**src/rtl/fetch_stage.sv**
```systemverilog
// Instruction fetch: PC register, IF/ID pipeline register, RUN/HALT control and fetch counter.
// Latency: one cycle from imem_a to if_*; stall holds everything, and branch_taken overrides stall.
module fetch_stage #(
    parameter logic [31:0] RESET_PC   = 32'h0000_0000,
    parameter int          IMEM_WORDS = 64
) (
    input  logic        clk,
    input  logic        reset,
    input  logic        stall,
    input  logic        branch_taken,
    input  logic [31:0] branch_target,
    output logic [31:0] imem_a,
    input  logic [31:0] imem_rd,
    output logic [31:0] if_instr,
    output logic [31:0] if_pc,
    output logic [31:0] if_pc_plus8,
    output logic        if_valid,
    output logic        halted,
    output logic        align_err,
    output logic [31:0] fetch_count
);

    localparam logic [0:0]  RUN      = 1'b0;
    localparam logic [0:0]  HALT     = 1'b1;
    localparam logic [31:0] PC_LIMIT = 32'(4 * IMEM_WORDS);

    logic [0:0]  state;
    logic [31:0] pc;
    logic [31:0] fetch_cnt;
    logic [31:0] pc_plus4;
    logic [31:0] pc_plus8;
    logic        pc_in_range;

    assign pc_plus4    = pc + 32'd4;
    assign pc_plus8    = pc + 32'd8;
    assign pc_in_range = (pc < PC_LIMIT);

    assign imem_a      = pc;
    assign halted      = (state == HALT);
    assign fetch_count = fetch_cnt;

    always_ff @(posedge clk) begin
        if (reset) begin
            state       <= RUN;
            pc          <= RESET_PC;
            if_instr    <= 32'd0;
            if_pc       <= 32'd0;
            if_pc_plus8 <= 32'd0;
            if_valid    <= 1'b0;
            align_err   <= 1'b0;
            fetch_cnt   <= 32'd0;
        end else if (branch_taken) begin
            // Redirect wins over stall; the low address bits are dropped but remembered as an error.
            state       <= RUN;
            pc          <= {branch_target[31:2], 2'b00};
            if_instr    <= 32'd0;
            if_pc       <= 32'd0;
            if_pc_plus8 <= 32'd0;
            if_valid    <= 1'b0;
            if (branch_target[1:0] != 2'b00) begin
                align_err <= 1'b1;
            end
        end else if (stall) begin
            state <= state;
        end else if (state == HALT) begin
            if_instr <= 32'd0;
            if_valid <= 1'b0;
        end else if (pc_in_range) begin
            pc          <= pc_plus4;
            if_instr    <= imem_rd;
            if_pc       <= pc;
            if_pc_plus8 <= pc_plus8;
            if_valid    <= 1'b1;
            if (fetch_cnt != 32'hFFFF_FFFF) begin
                fetch_cnt <= fetch_cnt + 32'd1;
            end
        end else begin
            // Ran off the end of memory: publish the bad PC as a bubble and park here.
            state       <= HALT;
            if_instr    <= 32'd0;
            if_pc       <= pc;
            if_pc_plus8 <= pc_plus8;
            if_valid    <= 1'b0;
        end
    end

endmodule

```
**config.mk**
```make
export PLATFORM = sky130hd
export DESIGN_NAME = fetch_stage
export DESIGN_NICKNAME = d
export VERILOG_FILES = /design/src/rtl/fetch_stage.sv
export SDC_FILE = /design/constraint.sdc
export NUM_CORES = 1
export LEC_CHECK = 0
export ABC_CLOCK_PERIOD_IN_PS = 4900
export BUFFER_PORTS_ARGS = -buffer_cell sky130_fd_sc_hd__buf_2
export CORE_ASPECT_RATIO = 0.6
export CORE_MARGIN = 2
export CORE_UTILIZATION = 54
export DETAILED_ROUTE_END_ITERATION = 16
export GPL_TIMING_DRIVEN = 0
export PLACE_DENSITY_LB_ADDON = 0.12
export SETUP_SLACK_MARGIN = 0.1
export SYNTH_ARGS = -nofsm -noshare
export SYNTH_HDL_FRONTEND = slang
export SYNTH_SLANG_ARGS = --single-unit
```
**constraint.sdc**
```tcl
create_clock -name clk -period 4.9 [get_ports clk]
set_input_delay 0.245 -clock clk [delete_from_list [all_inputs] [get_ports clk]]
set_output_delay 0.245 -clock clk [all_outputs]
set_load 0.05 [all_outputs]
```
==> results.json, run 1 <==
{
  "seq_area_frac_synth_pct": 46.5,
  "postSynth.asyncResetShare_pct": 0,
  "slew_violations": 0,
  "avgSynthCellArea_um2": 8.71,
  "final.setup.worst_slack_ns": 1.88,
  "finalCritPeriodShare_pct": 61.7,
  "hold_class": "in2reg",
  "gr-total-overflow": 0,
  "drv_cap": 0,
  "arrival_ns": 3.36,
  "synth_edf_count": 0,
  "yosysWarningCount": 0,
  "status": "finished, final reports clean",
  "wl_met1_um": 9440,
  "wl_um": 20200,
  "initial_core_util_pct": 55.5,
  "fp.dieW_um": 148,
  "synth.cell_area_um2": 6710,
  "drive_above_1_share_pct": 28.4,
  "routedWlPerCell_um": 16.9,
  "rrSetupSlack_ns": 1.88,
  "final_nets": 1089,
  "hold_buffers": 0,
  "std_cell_rows": 31,
  "dr.pass1.iters": 5,
  "startpoint_type": "flop",
  "clk_path_buf_depth": 2,
  "r2r_end": "fetch_count[6]",
  "r2r_cells": 8,
  "p_per_area_nw_per_um2": 347,
  "startpoint": "fetch_count[0]",
  "io_pins": 231,
  "netlist_instances": 771,
  "antenna_found_initial": 1,
  "hold_path_depth": 3,
  "drtIter0Drc": 460,
  "clock_skew_ns": 0.00877,
  "yosys.area.top_type_share_pct": 46.5,
  "ir_drop_v": 0.000286,
  "setup.worst_path.end_class": "flop",
  "post_cts_resized": 0,
  "rsz0062_at_grt": "no",
  "clock-sinks": 156,
  "dp_hpwl_um": 14900,
  "max_slew.worst_pin.slew_ns": 1.32,
  "post_cts_buffers": 0,
  "cp.required_ns": 5.24,
  "area_delta_synth_final_pct": 28.7,
  "htreeDepth": 4,
  "grt_pass1_wl_um": 31500,
  "setup_viol": 0,
  "dp_slack_ns": 2.03,
  "vias": 6706,
  "ant_nets": 0,
  "whs_ns": 0.0595,
  "design_area_um2": 8640,
  "grt_pass1_vias": 5875,
  "finalHoldViolCount": 0,
  "gp_congestion": 0.920,
  "synth_cell_type_count": 49,
  "grt_usage_pct": 29.8,
  "insertedDiodeCount": 0,
  "hold_path_end": "if_instr[31]",
  "maxSlewHeadroom_pct": 11.5,
  "synthTopCellsByArea": "dfxtp_1, a21oi_1, nor2_1",
  "path_max_fanout": 10,
  "root_buffer": "clkbuf_16",
  "worstSetupPathType": "reg2reg",
  "fillers": 1044,
  "synth_flop_cell": "dfxtp_1",
  "place_area_um2": 8050,
  "top_layer_used": "met5",
  "max_freq_mhz": 331,
  "vias_per_cell": 5.61,
  "cts_buffers": 17,
  "fp.dieH_um": 90.4,
  "power.leakage_nw": 3.62,
  "r2r_start": "fetch_count[0]",
  "clk_pin_slew_ns": 0.07,
  "min_period_ns": 3.02,
  "routed-wl-met3_um": 1800,
  "cts_tree": "yes",
  "yosys.area.top_type": "dfxtp_1",
  "die_area_um2": 13400,
  "hold_path_startpoint": "imem_rd[31]",
  "finalSetupTns_ns": 0,
  "core-area_um2": 12100,
  "ys_ff_latch": 156,
  "worstSkewPairLatency_ns": 0.42,
  "met2_length_um": 8690,
  "grt_max_degree": 17,
  "drc": 0,
  "port_buffers": 223
}
[worst max-delay path, cell delays in order, from the launching register on]
cell and delay (ns):
dfxtp_1 0.40, ha_1 0.24, and4_1 0.34, nand4_2 0.22, nor3_2 0.53, clkbuf_1 0.41
clkbuf_1 0.49, o31ai_1 0.15, a21oi_1 0.14
[stage by stage]
step           util (%)  total power [mW]  instances
2_1_floorplan         -              1.60        776
3_3_place_gp       66.6              1.71       1164
3_5_place_dp       66.6              1.71       1164
4_1_cts            71.4              3.01       1196
5_1_grt            71.4              3.09       1196
6_report           71.4              3.00       1196
[synthesized netlist by cell type (5+ instances only)]
cell type and count:
a211oi_1 13, a21oi_1 74, a22oi_1 32, and3_1 6, and4_1 12, buf_1 7
buf_4 8, clkbuf_1 45, dfxtp_1 156, inv_1 9, mux2_2 5, mux2i_1 24
nand2_1 85, nand3_1 19, nand4_1 21, nor2_1 89, nor2b_1 5, nor3_1 7
nor4_1 14, o21ai_0 21, o31ai_1 19, or3_1 5, or4_1 18, xnor2_1 13
xor2_1 17
[registers in the layout, indices dropped and copies added, names as in the netlist]
name and count:
align_err 1, if_instr 32, fetch_count 32, if_pc 30, imem_a 30, if_valid 1
if_pc_plus8 29, halted 1
[layer usage]
layer / vias to the layer above / GRT usage [%]
li1: 3249 / -
met1: 3171 / 42.9
met2: 263 / 44.3
met3: 21 / 8.13
met4: 2 / 7.70
met5: - / 0
[cell type report]
cell class	count	area (um^2)	area share, %
sequential	156	3120	36.1
inverter	9	33.8	0.391
timing repair buffer	223	1120	12.9
clock buffer	17	425	4.92
tap	165	206	2.39
buffer	67	309	3.58
multi-input combinational	544	3270	37.8
clock inverter	15	161	1.87
[cells by family after synthesis]
logic type / share of synthesized area, %
AO/OA/AOI/OAI: 16.0
XOR/XNOR: 3.91
adder cells (fa/ha/maj): 0.559
buffers and inverters: 5.11
flip-flops: 46.5
multiplexers: 4.42
other: 0.0559
AND/OR/NAND/NOR: 23.5
[where the power goes]
part           switching [mW]  leakage, nW  internal, mW  total (mW)
Combinational           0.254         2.07        0.0985       0.353
Clock                   0.550        0.282         0.759        1.31
Sequential             0.0364         1.27          1.30        1.34
Total                   0.840         3.62          2.16        3.00
[placed cells by master, fill, tap and decap left out, types with 9 or more instances in the layout]
cell type	Yosys	routed
a211oi_1	13	13
a21oi_1	74	74
a22oi_1	32	32
and4_1	12	12
buf_2	4	227
clkbuf_1	45	45
clkbuf_16	0	17
dfxtp_1	156	156
inv_1	9	9
mux2i_1	24	24
nand2_1	85	85
nand3_1	19	19
nand4_1	21	21
nor2_1	89	89
nor4_1	14	14
o21ai_0	21	21
o31ai_1	19	19
or4_1	18	18
xnor2_1	13	13
xor2_1	17	17
[worst max-delay path by stage]
stage,end,slack (ns),cells past startpoint
5_1_grt,fetch_count[9],1.62,8
3_5_place_dp,fetch_count[6],2.03,8
3_3_place_gp,fetch_count[4],1.99,8
6_report,fetch_count[6],1.88,8
2_1_floorplan,fetch_count[26],2.23,7
4_1_cts,fetch_count[6],2.01,8
Note: power is estimated with default switching activity, not from simulation.
==> run 2, diff against run 1 <==
Settings changed: ABC_CLOCK_PERIOD_IN_PS 4900 to 2700, CORE_UTILIZATION 54 to 45.
Clock period 4.9 ns to 2.7 ns, I/O delays scaled along.
==> results.json, run 2 (same netlist as run 1, synthesis figures left out) <==
{
  "drtIter0Drc": 623,
  "drv_cap": 0,
  "worstSkewPairLatency_ns": 0.42,
  "path_delay_family": "simple AND/OR/NAND/NOR gates",
  "rsz0062_at_grt": "yes",
  "startpoint_type": "flop",
  "cts_tree": "yes",
  "seq_area_um2": 3130,
  "dp_hpwl_um": 15600,
  "area_delta_synth_final_pct": 40.0,
  "grt_max_degree": 17,
  "antenna_found_initial": 1,
  "maxSlewHeadroom_pct": 40.8,
  "dp_cells": 1197,
  "max_slew.worst_pin.slew_ns": 0.887,
  "io_pins": 231,
  "routed-wl-met3_um": 1950,
  "clk_path_buf_depth": 2,
  "final_cell_mix": "buf_2, dfxtp_1, nor2_1, nand2_1, a21oi_1",
  "power_mw": 5.71,
  "grt_pass1_vias": 6385,
  "cts_buffers": 17,
  "dr.pass1.iters": 5,
  "min_period_ns": 2.47,
  "whs_ns": -0.00604,
  "cp_cell_sequence": "ha_1 -> and4_4 -> nand4_4 -> or4b_1 -> buf_2 -> or4_1 -> a21oi_1",
  "top_layer_used": "met4",
  "cp.required_ns": 3.05,
  "port_buffers": 223,
  "fp.dieW_um": 162,
  "critPathBufInv": 1,
  "violations": "negative hold slack",
  "max_freq_mhz": 405,
  "clk_pin_slew_ns": 0.07,
  "power.leakage_nw": 3.95,
  "wl_met1_um": 10600,
  "multi_input_area_um2": 3340,
  "fillers": 1320,
  "core-area_um2": 14500,
  "die_area_um2": 15900,
  "p_per_area_nw_per_um2": 607,
  "ant_nets": 0,
  "drive_above_1_share_pct": 27.6,
  "fp.dieH_um": 98.6,
  "hold_class": "in2reg",
  "clock-sinks": 156,
  "arrival_ns": 2.81,
  "dp_slack_ns": -0.176,
  "htreeDepth": 4,
  "insertedDiodeCount": 0,
  "gp_congestion": 0.896,
  "grt_usage_pct": 27.3,
  "setup_viol": 0,
  "grt_pass1_wl_um": 34400,
  "slew_violations": 0,
  "critical_path.max_stage_delay_ns": 0.60,
  "initial_core_util_pct": 46.1,
  "drc": 0,
  "wl_um": 21900,
  "setup.worst_path.end_class": "flop",
  "path_max_fanout": 8,
  "root_buffer": "clkbuf_16",
  "stdcell_count": 1288,
  "vias_per_cell": 5.37,
  "gr-total-overflow": 0,
  "final_common_cell": "buf_2",
  "clock_skew_ns": 0.0153,
  "finalCritPeriodShare_pct": 91.4,
  "vias": 6914,
  "cp_slowest_cell": "or4b_1",
  "std_cell_rows": 34,
  "ir_drop_v": 0.000419,
  "routedWlPerCell_um": 17.0,
  "finalHoldViolCount": 1,
  "met2_length_um": 9220,
  "status": "finished, violations left",
  "final.setup.worst_slack_ns": 0.233,
  "worstSetupPathType": "reg2reg",
  "final_nets": 1150
}
[run 2: worst register-to-register path, delay by kind of cell, from the launching register on]
family | cells | cell delay (ns)
AO/OA/AOI/OAI | 1 | 0.15
adder cells (fa/ha/maj) | 1 | 0.22
buffers and inverters | 1 | 0.19
flip-flops | 1 | 0.37
AND/OR/NAND/NOR | 4 | 1.46
[run 2: final cells by class]
| type | instances | area share, % |
|---|---|---|
| Buffer | 67 | 3.34 |
| Clock buffer | 18 | 4.57 |
| Clock inverter | 12 | 1.98 |
| Inverter | 9 | 0.360 |
| Multi-Input combinational cell | 544 | 35.5 |
| Sequential cell | 156 | 33.3 |
| Tap cell | 198 | 2.64 |
| Timing Repair Buffer | 284 | 18.3 |
[run 2: what timing repair did]
| item | in CTS | in global routing |
|---|---|---|
| hold buffers | 59 | 0 |
| gates resized for setup | 4 | 12 |
| pin swaps | 0 | 1 |
| gates cloned | 0 | 0 |
| setup buffers | 0 | 2 |
| endpoints found under the setup margin | 24 | 70 |
| endpoints found under the hold margin | 59 | 0 |
[run 2: metal layers]
metal  GRT usage (%)  vias up
met5               0        -
met4            5.51        0
met3            6.99       19
met2            40.3      302
met1            40.5     3216
li1                -     3377
[run 2: worst paths after layout]
path / start / end / slack (ns) / depth (start not counted)
worst max register to register: fetch_count[0] / fetch_count[28] / 0.23 / 7
worst max-delay path: fetch_count[0] / fetch_count[28] / 0.23 / 7
worst min-delay path: branch_target[6] / imem_a[6] / -0.006 / 3
worst min register to register: if_pc[25] / if_pc[25] / 0.45 / 2
[run 2: power by group]
group	total (mW)	internal [mW]	switching, mW	leakage [nW]
Sequential	2.43	2.36	0.0688	1.27
Clock	2.56	1.55	1.00	0.290
Combinational	0.723	0.241	0.482	2.39
[run 2: metrics by stage]
stage          TNS, ns  instance area, um^2  utilization [%]
2_1_floorplan        0                 6730                -
3_3_place_gp     -2.04                 8100             55.7
3_5_place_dp     -1.65                 8100             55.7
4_1_cts              0                 9310             64.0
5_1_grt              0                 9400             64.6
6_report             0                 9400             64.6
